--- src/rtl/add_sub_pkg.sv ---
// Shared definitions for the Q8.8 add/subtract arbiter: datapath width,
// saturation limits and FSM state encoding.
package add_sub_pkg;

  // Q8.8 operand width.
  localparam int unsigned QW = 16;

  localparam logic [15:0] SAT_POS = 16'h7FFF;
  localparam logic [15:0] SAT_NEG = 16'h8000;

  typedef enum logic [1:0] {
    StIdle = 2'd0,
    StCalc = 2'd1,
    StResp = 2'd2
  } state_e;

endpackage

--- src/rtl/add_sub.sv ---
// Shared Add_Sub core: sum = a + b + cin, modulo 2^W.
module add_sub #(
  parameter int unsigned W = 16
) (
  input  logic [W-1:0] a,
  input  logic [W-1:0] b,
  input  logic         cin,
  output logic [W-1:0] sum
);

  assign sum = a + b + {{(W-1){1'b0}}, cin};

endmodule

--- src/rtl/add_sub_rr_pick.sv ---
// Round-robin picker: first set request after ptr, wrapping, as one-hot
// grant plus encoded index.
module add_sub_rr_pick #(
  parameter int unsigned NREQ = 4,
  parameter int unsigned IDW  = 2
) (
  input  logic [NREQ-1:0] req,
  input  logic [IDW-1:0]  ptr,
  output logic [NREQ-1:0] grant,
  output logic [IDW-1:0]  idx,
  output logic            any
);

  logic           found;
  logic [IDW-1:0] k;

  always_comb begin
    grant = '0;
    idx   = '0;
    found = 1'b0;
    k     = '0;
    for (int unsigned off = 1; off <= NREQ; off++) begin
      k = IDW'((32'(ptr) + off) % NREQ);
      if (!found && req[k]) begin
        found    = 1'b1;
        grant[k] = 1'b1;
        idx      = k;
      end
    end
  end

  assign any = found;

endmodule

--- src/rtl/add_sub_arbiter.sv ---
// Round-robin front end sharing one Add_Sub core between NREQ requesters,
// with tagged valid/ready response, optional saturation and sticky overflow.
module add_sub_arbiter
  import add_sub_pkg::*;
#(
  parameter int unsigned NREQ = 4,
  parameter int unsigned W    = QW,
  parameter int unsigned IDW  = 2,
  parameter bit          SAT  = 1'b0
) (
  input  logic              clk,
  input  logic              rst_n,
  input  logic [NREQ-1:0]   req_valid,
  output logic [NREQ-1:0]   req_ready,
  input  logic [NREQ*W-1:0] req_a,
  input  logic [NREQ*W-1:0] req_b,
  input  logic [NREQ-1:0]   req_sub,
  output logic              rsp_valid,
  input  logic              rsp_ready,
  output logic [IDW-1:0]    rsp_id,
  output logic [W-1:0]      rsp_result,
  output logic              rsp_overflow,
  output logic              ovf_sticky,
  input  logic              ovf_clr
);

  localparam logic [W-1:0] SatPos = (W == QW) ? W'(SAT_POS) : {1'b0, {(W-1){1'b1}}};
  localparam logic [W-1:0] SatNeg = (W == QW) ? W'(SAT_NEG) : {1'b1, {(W-1){1'b0}}};

  state_e         state_q;
  logic [IDW-1:0] ptr_q;
  logic [W-1:0]   a_q, b_q;
  logic           sub_q;
  logic [IDW-1:0] id_q;
  logic           rsp_valid_q, rsp_overflow_q, ovf_sticky_q;
  logic [IDW-1:0] rsp_id_q;
  logic [W-1:0]   rsp_result_q;

  logic [NREQ-1:0] grant;
  logic [IDW-1:0]  gidx;
  logic            any_req;

  add_sub_rr_pick #(
    .NREQ(NREQ),
    .IDW (IDW)
  ) u_pick (
    .req  (req_valid),
    .ptr  (ptr_q),
    .grant(grant),
    .idx  (gidx),
    .any  (any_req)
  );

  assign req_ready = (state_q == StIdle) ? grant : '0;

  // Subtraction as A + ~B + 1 through the shared core.
  logic [W-1:0] b_eff, core_sum, res_fin;
  logic         ovf;

  assign b_eff = sub_q ? ~b_q : b_q;

  add_sub #(
    .W(W)
  ) u_core (
    .a  (a_q),
    .b  (b_eff),
    .cin(sub_q),
    .sum(core_sum)
  );

  assign ovf     = (a_q[W-1] == b_eff[W-1]) && (core_sum[W-1] != a_q[W-1]);
  assign res_fin = (SAT && ovf) ? (a_q[W-1] ? SatNeg : SatPos) : core_sum;

  always_ff @(posedge clk or negedge rst_n) begin
    if (!rst_n) begin
      state_q        <= StIdle;
      ptr_q          <= IDW'(NREQ - 1);
      a_q            <= '0;
      b_q            <= '0;
      sub_q          <= 1'b0;
      id_q           <= '0;
      rsp_valid_q    <= 1'b0;
      rsp_id_q       <= '0;
      rsp_result_q   <= '0;
      rsp_overflow_q <= 1'b0;
      ovf_sticky_q   <= 1'b0;
    end else begin
      unique case (state_q)
        StIdle: begin
          if (any_req) begin
            a_q     <= req_a[gidx*W +: W];
            b_q     <= req_b[gidx*W +: W];
            sub_q   <= req_sub[gidx];
            id_q    <= gidx;
            state_q <= StCalc;
          end
        end
        StCalc: begin
          rsp_result_q   <= res_fin;
          rsp_overflow_q <= ovf;
          rsp_id_q       <= id_q;
          rsp_valid_q    <= 1'b1;
          state_q        <= StResp;
        end
        StResp: begin
          if (rsp_ready) begin
            ptr_q       <= rsp_id_q;
            rsp_valid_q <= 1'b0;
            state_q     <= StIdle;
          end
        end
        default: state_q <= StIdle;
      endcase

      // A new overflow beats a simultaneous clear.
      if (state_q == StCalc && ovf) begin
        ovf_sticky_q <= 1'b1;
      end else if (ovf_clr) begin
        ovf_sticky_q <= 1'b0;
      end
    end
  end

  assign rsp_valid    = rsp_valid_q;
  assign rsp_id       = rsp_id_q;
  assign rsp_result   = rsp_result_q;
  assign rsp_overflow = rsp_overflow_q;
  assign ovf_sticky   = ovf_sticky_q;

endmodule
--- config.mk ---
export PLATFORM = sky130hd
export DESIGN_NAME = add_sub_arbiter
export DESIGN_NICKNAME = d
export VERILOG_FILES = /design/src/rtl/add_sub_pkg.sv /design/src/rtl/add_sub.sv /design/src/rtl/add_sub_rr_pick.sv /design/src/rtl/add_sub_arbiter.sv
export SDC_FILE = /design/constraint.sdc
export NUM_CORES = 1
export LEC_CHECK = 0
export ABC_AREA = 1
export CAP_MARGIN = 30
export CORE_MARGIN = 2
export CORE_UTILIZATION = 48
export DETAILED_ROUTE_END_ITERATION = 12
export GPL_TIMING_DRIVEN = 0
export PLACE_DENSITY = 0.83
export SLEW_MARGIN = 20
export SYNTH_ARGS = -nofsm -noshare
export SYNTH_HDL_FRONTEND = slang
export SYNTH_SLANG_ARGS = --single-unit
--- constraint.sdc ---
create_clock -name clk -period 3.5 [get_ports clk]
set_clock_uncertainty 0.15 [all_clocks]
set_input_delay 0.35 -clock clk [delete_from_list [all_inputs] [get_ports clk]]
set_output_delay 0.35 -clock clk [all_outputs]
set_load 0.1 [all_outputs]
==> flow_summary.toml <==
[min_path]
min_path_type = "in -> async"

[timing]
hold_viol_final = 0
rsz0062_at_grt = "no"
fin_crit_sh = 0.950
tns_ns = 0
tightest_slew_ns = 0.970
finalSetupViolCount = 0
slew_headroom = 0.351
max_freq_mhz = 301
fin_crit_ns = 3.33
layout_setup_ws_ns = 0.174
slew_viol_final = 0
timing.hold.ws_ns = 0.303

[routing]
wl_um = 14300
antenna_left = 0
post_drt_wl_per_cell_um = 12.7
vias = 5544
drc = 0
viasPerCell = 4.93
first_pass_iters = 5
drt-initial-drc-count = 326

[clock_network]
cts_buffer_depth = 2
cts_root_buf = "clkbuf_8"
h-tree-depth = 3
cts_setup_buffers = 0
cts_made_buffers = 9
clock_latency_ns = 0.34
clock-sinks = 60
cts_tree = "yes"
clk_pin_slew_ns = 0.07

[final_layout]
layout-drive-gt1-share = 0.0809
antennaDiodeCount = 0
seq_area_um2 = 1500
nFillCells = 941
finalNonFillerCells = 1125
area_growth_pct = 38.6
finalNetCount = 1148
multi_input_area_um2 = 2930

[grt]
grt_max_degree = 39
grt_pass1_vias = 5344
grt_remaining_overflow = 0
gr-usage-all-layers = 0.260
grt_pass1_wl_um = 24300
antenna_found_initial = 0

[critical_path]
worstSetupStartpoint = "ptr_q[1]$_DFFE_PN1P_"
critical_path_class = "reg -> out"
required_ns = 3.00
r2r_start = "ptr_q[1]$_DFFE_PN1P_"
rrSetupSlack_ns = 0.54
timing.rr.end = "a_q[4]$_DFFE_PN0P_"
cp.arrival_ns = 2.83
endpoint = "req_ready[0]"
cp_max_fo = 9
start_kind = "flip-flop"
r2r_cells = 13
cp-end-kind = "output pin"

[placed_design]
routabilityCongestion = 0.945
place_ws_ns = -0.316
dpl.hpwl_um = 11900
placement.io_buffers = 164
dp_cells = 1110

[synthesis]
netlist_instances = 809
yosysUniqueCellTypes = 41
synth_warnings = 0
syn_area_per_cell_um2 = 6.40
mappedNetlistArea_um2 = 5180
synth_seq_cells = 60
syn-num-nets = 972
ys_seq_area_frac = 0.291

[floorplan]
num_rows = 37
core_um2 = 10400
die_width_um = 108
start_util = 0.497
ios = 165
die_area_um2 = 11600
fp.dieH_um = 108

[outcome]
status = "finished clean"

[flow_run]
cap_violations = 0
==> what timing repair did <==
item	CTS	global route
hold endpoints to repair	20	0
hold buffers	1	0
setup endpoints to repair	4	8
gates resized for setup	20	8
==> metrics by stage <==
stage | area, um^2 | util
finish | 7180 | 0.689
global route | 7180 | 0.689
CTS | 7160 | 0.688
detailed placement | 7010 | 0.673
global placement | 6990 | 0.671
floorplan | 5180 | -
==> worst max-delay path: stages, from the launching register on <==
cell	delay, ns
dfstp_2	0.61
inv_1	0.17
ha_2	0.44
inv_1	0.11
nand2_4	0.11
nand2_8	0.09
inv_2	0.08
nand2_2	0.06
nor2_4	0.12
nand2_2	0.11
nor2_1	0.11
o21ai_0	0.09
inv_1	0.07
clkbuf_4	0.32
==> layout by cell type (no fill, tap or decap), types with 2 or more instances in the layout <==
| cell | count |
|---|---|
| nor2_1 | 21 |
| or2_1 | 12 |
| dfstp_2 | 2 |
| clkinv_2 | 2 |
| a21oi_1 | 14 |
| nor2_4 | 2 |
| buf_4 | 8 |
| a31oi_1 | 4 |
| inv_2 | 5 |
| ha_1 | 21 |
| clkbuf_1 | 8 |
| nand4_1 | 4 |
| buf_2 | 18 |
| nand3_1 | 152 |
| clkbuf_4 | 2 |
| nand3b_1 | 2 |
| or2_2 | 4 |
| a22oi_1 | 4 |
| nor3_1 | 2 |
| xnor2_1 | 6 |
| nor2_2 | 3 |
| dfrtp_1 | 58 |
| nand2_4 | 3 |
| xor2_1 | 15 |
| nand2_1 | 240 |
| buf_6 | 2 |
| or2_0 | 10 |
| nand2_2 | 10 |
| inv_1 | 145 |
| clkdlybuf4s50_1 | 159 |
| o21ai_0 | 25 |
| clkbuf_8 | 11 |
==> cell families after synthesis <==
kind of cell,synth area share
and+or+nand+nor,0.415
adders and majority gates,0.0570
DFF,0.291
buffers and inverters,0.144
xor gates and xnor gates,0.0355
AOI/OAI and AO/OA,0.0585
==> final cells by class <==
class | instances | area share
multi-input cells | 566 | 0.409
flip-flops and latches | 60 | 0.210
well taps | 136 | 0.0237
clock inverters | 2 | 0.00139
repair buffers | 166 | 0.231
inverters | 150 | 0.0785
plain buffers | 32 | 0.0248
clock buffers | 13 | 0.0221
==> state kept, by name, indices dropped and copies added (netlist names) <==
name and count:
b_q 16, a_q 16, sub_q 1, rsp_id 2, id_q 2, ptr_q 2
rsp_result 16, ovf_sticky 1, state_q 2, rsp_overflow 1, rsp_valid 1
==> cell usage after synthesis, drive strengths merged <==
| cell | instances | area (um^2) |
|---|---|---|
| nand3b | 2 | 15.0 |
| nand4 | 4 | 25.0 |
| nand2 | 254 | 1020 |
| o21ai | 27 | 139 |
| xor2 | 15 | 131 |
| clkbuf | 7 | 27.5 |
| a21o | 1 | 7.51 |
| dfrtp | 58 | 1450 |
| xnor2 | 6 | 52.6 |
| a21boi | 1 | 7.51 |
| or2 | 26 | 163 |
| inv | 150 | 563 |
| buf | 26 | 154 |
| nand3 | 153 | 778 |
| o21bai | 1 | 7.51 |
| dfstp | 2 | 52.6 |
| fa | 1 | 20.0 |
| nor2 | 27 | 138 |
| nor3 | 2 | 10.0 |
| a22oi | 4 | 30.0 |
| a31oi | 4 | 25.0 |
| a211oi | 1 | 7.51 |
| ha | 22 | 275 |
| a21oi | 15 | 78.8 |
==> metal layers <==
layer / share of wire / vias to the layer above / track usage / wire length [um]
met5: 0 / - / 0 / 0
met4: 0.022 / 0 / 0.0797 / 321
met3: 0.054 / 24 / 0.0412 / 779
met2: 0.48 / 167 / 0.454 / 6870
met1: 0.44 / 2488 / 0.329 / 6360
li1: - / 2865 / - / -
==> how the worst min path moves through the flow <==
stage                     slack, ns                         to                 from  depth (start not counted)
after global placement         0.32      rsp_id[1]$_DFFE_PN0P_  id_q[1]$_DFFE_PN0P_                          2
after floorplan                -0.1         a_q[0]$_DFFE_PN0P_                rst_n                          0
final                          0.30         a_q[0]$_DFFE_PN0P_                rst_n                          2
after CTS                      0.31         a_q[0]$_DFFE_PN0P_                rst_n                          2
after global routing           0.32        a_q[12]$_DFFE_PN0P_                rst_n                          2
after detailed placement       0.12  rsp_result[7]$_DFFE_PN0P_                rst_n                          1
Power is not shown: default switching activity piles up to over one toggle a cycle in this logic, so the estimate is an artifact.
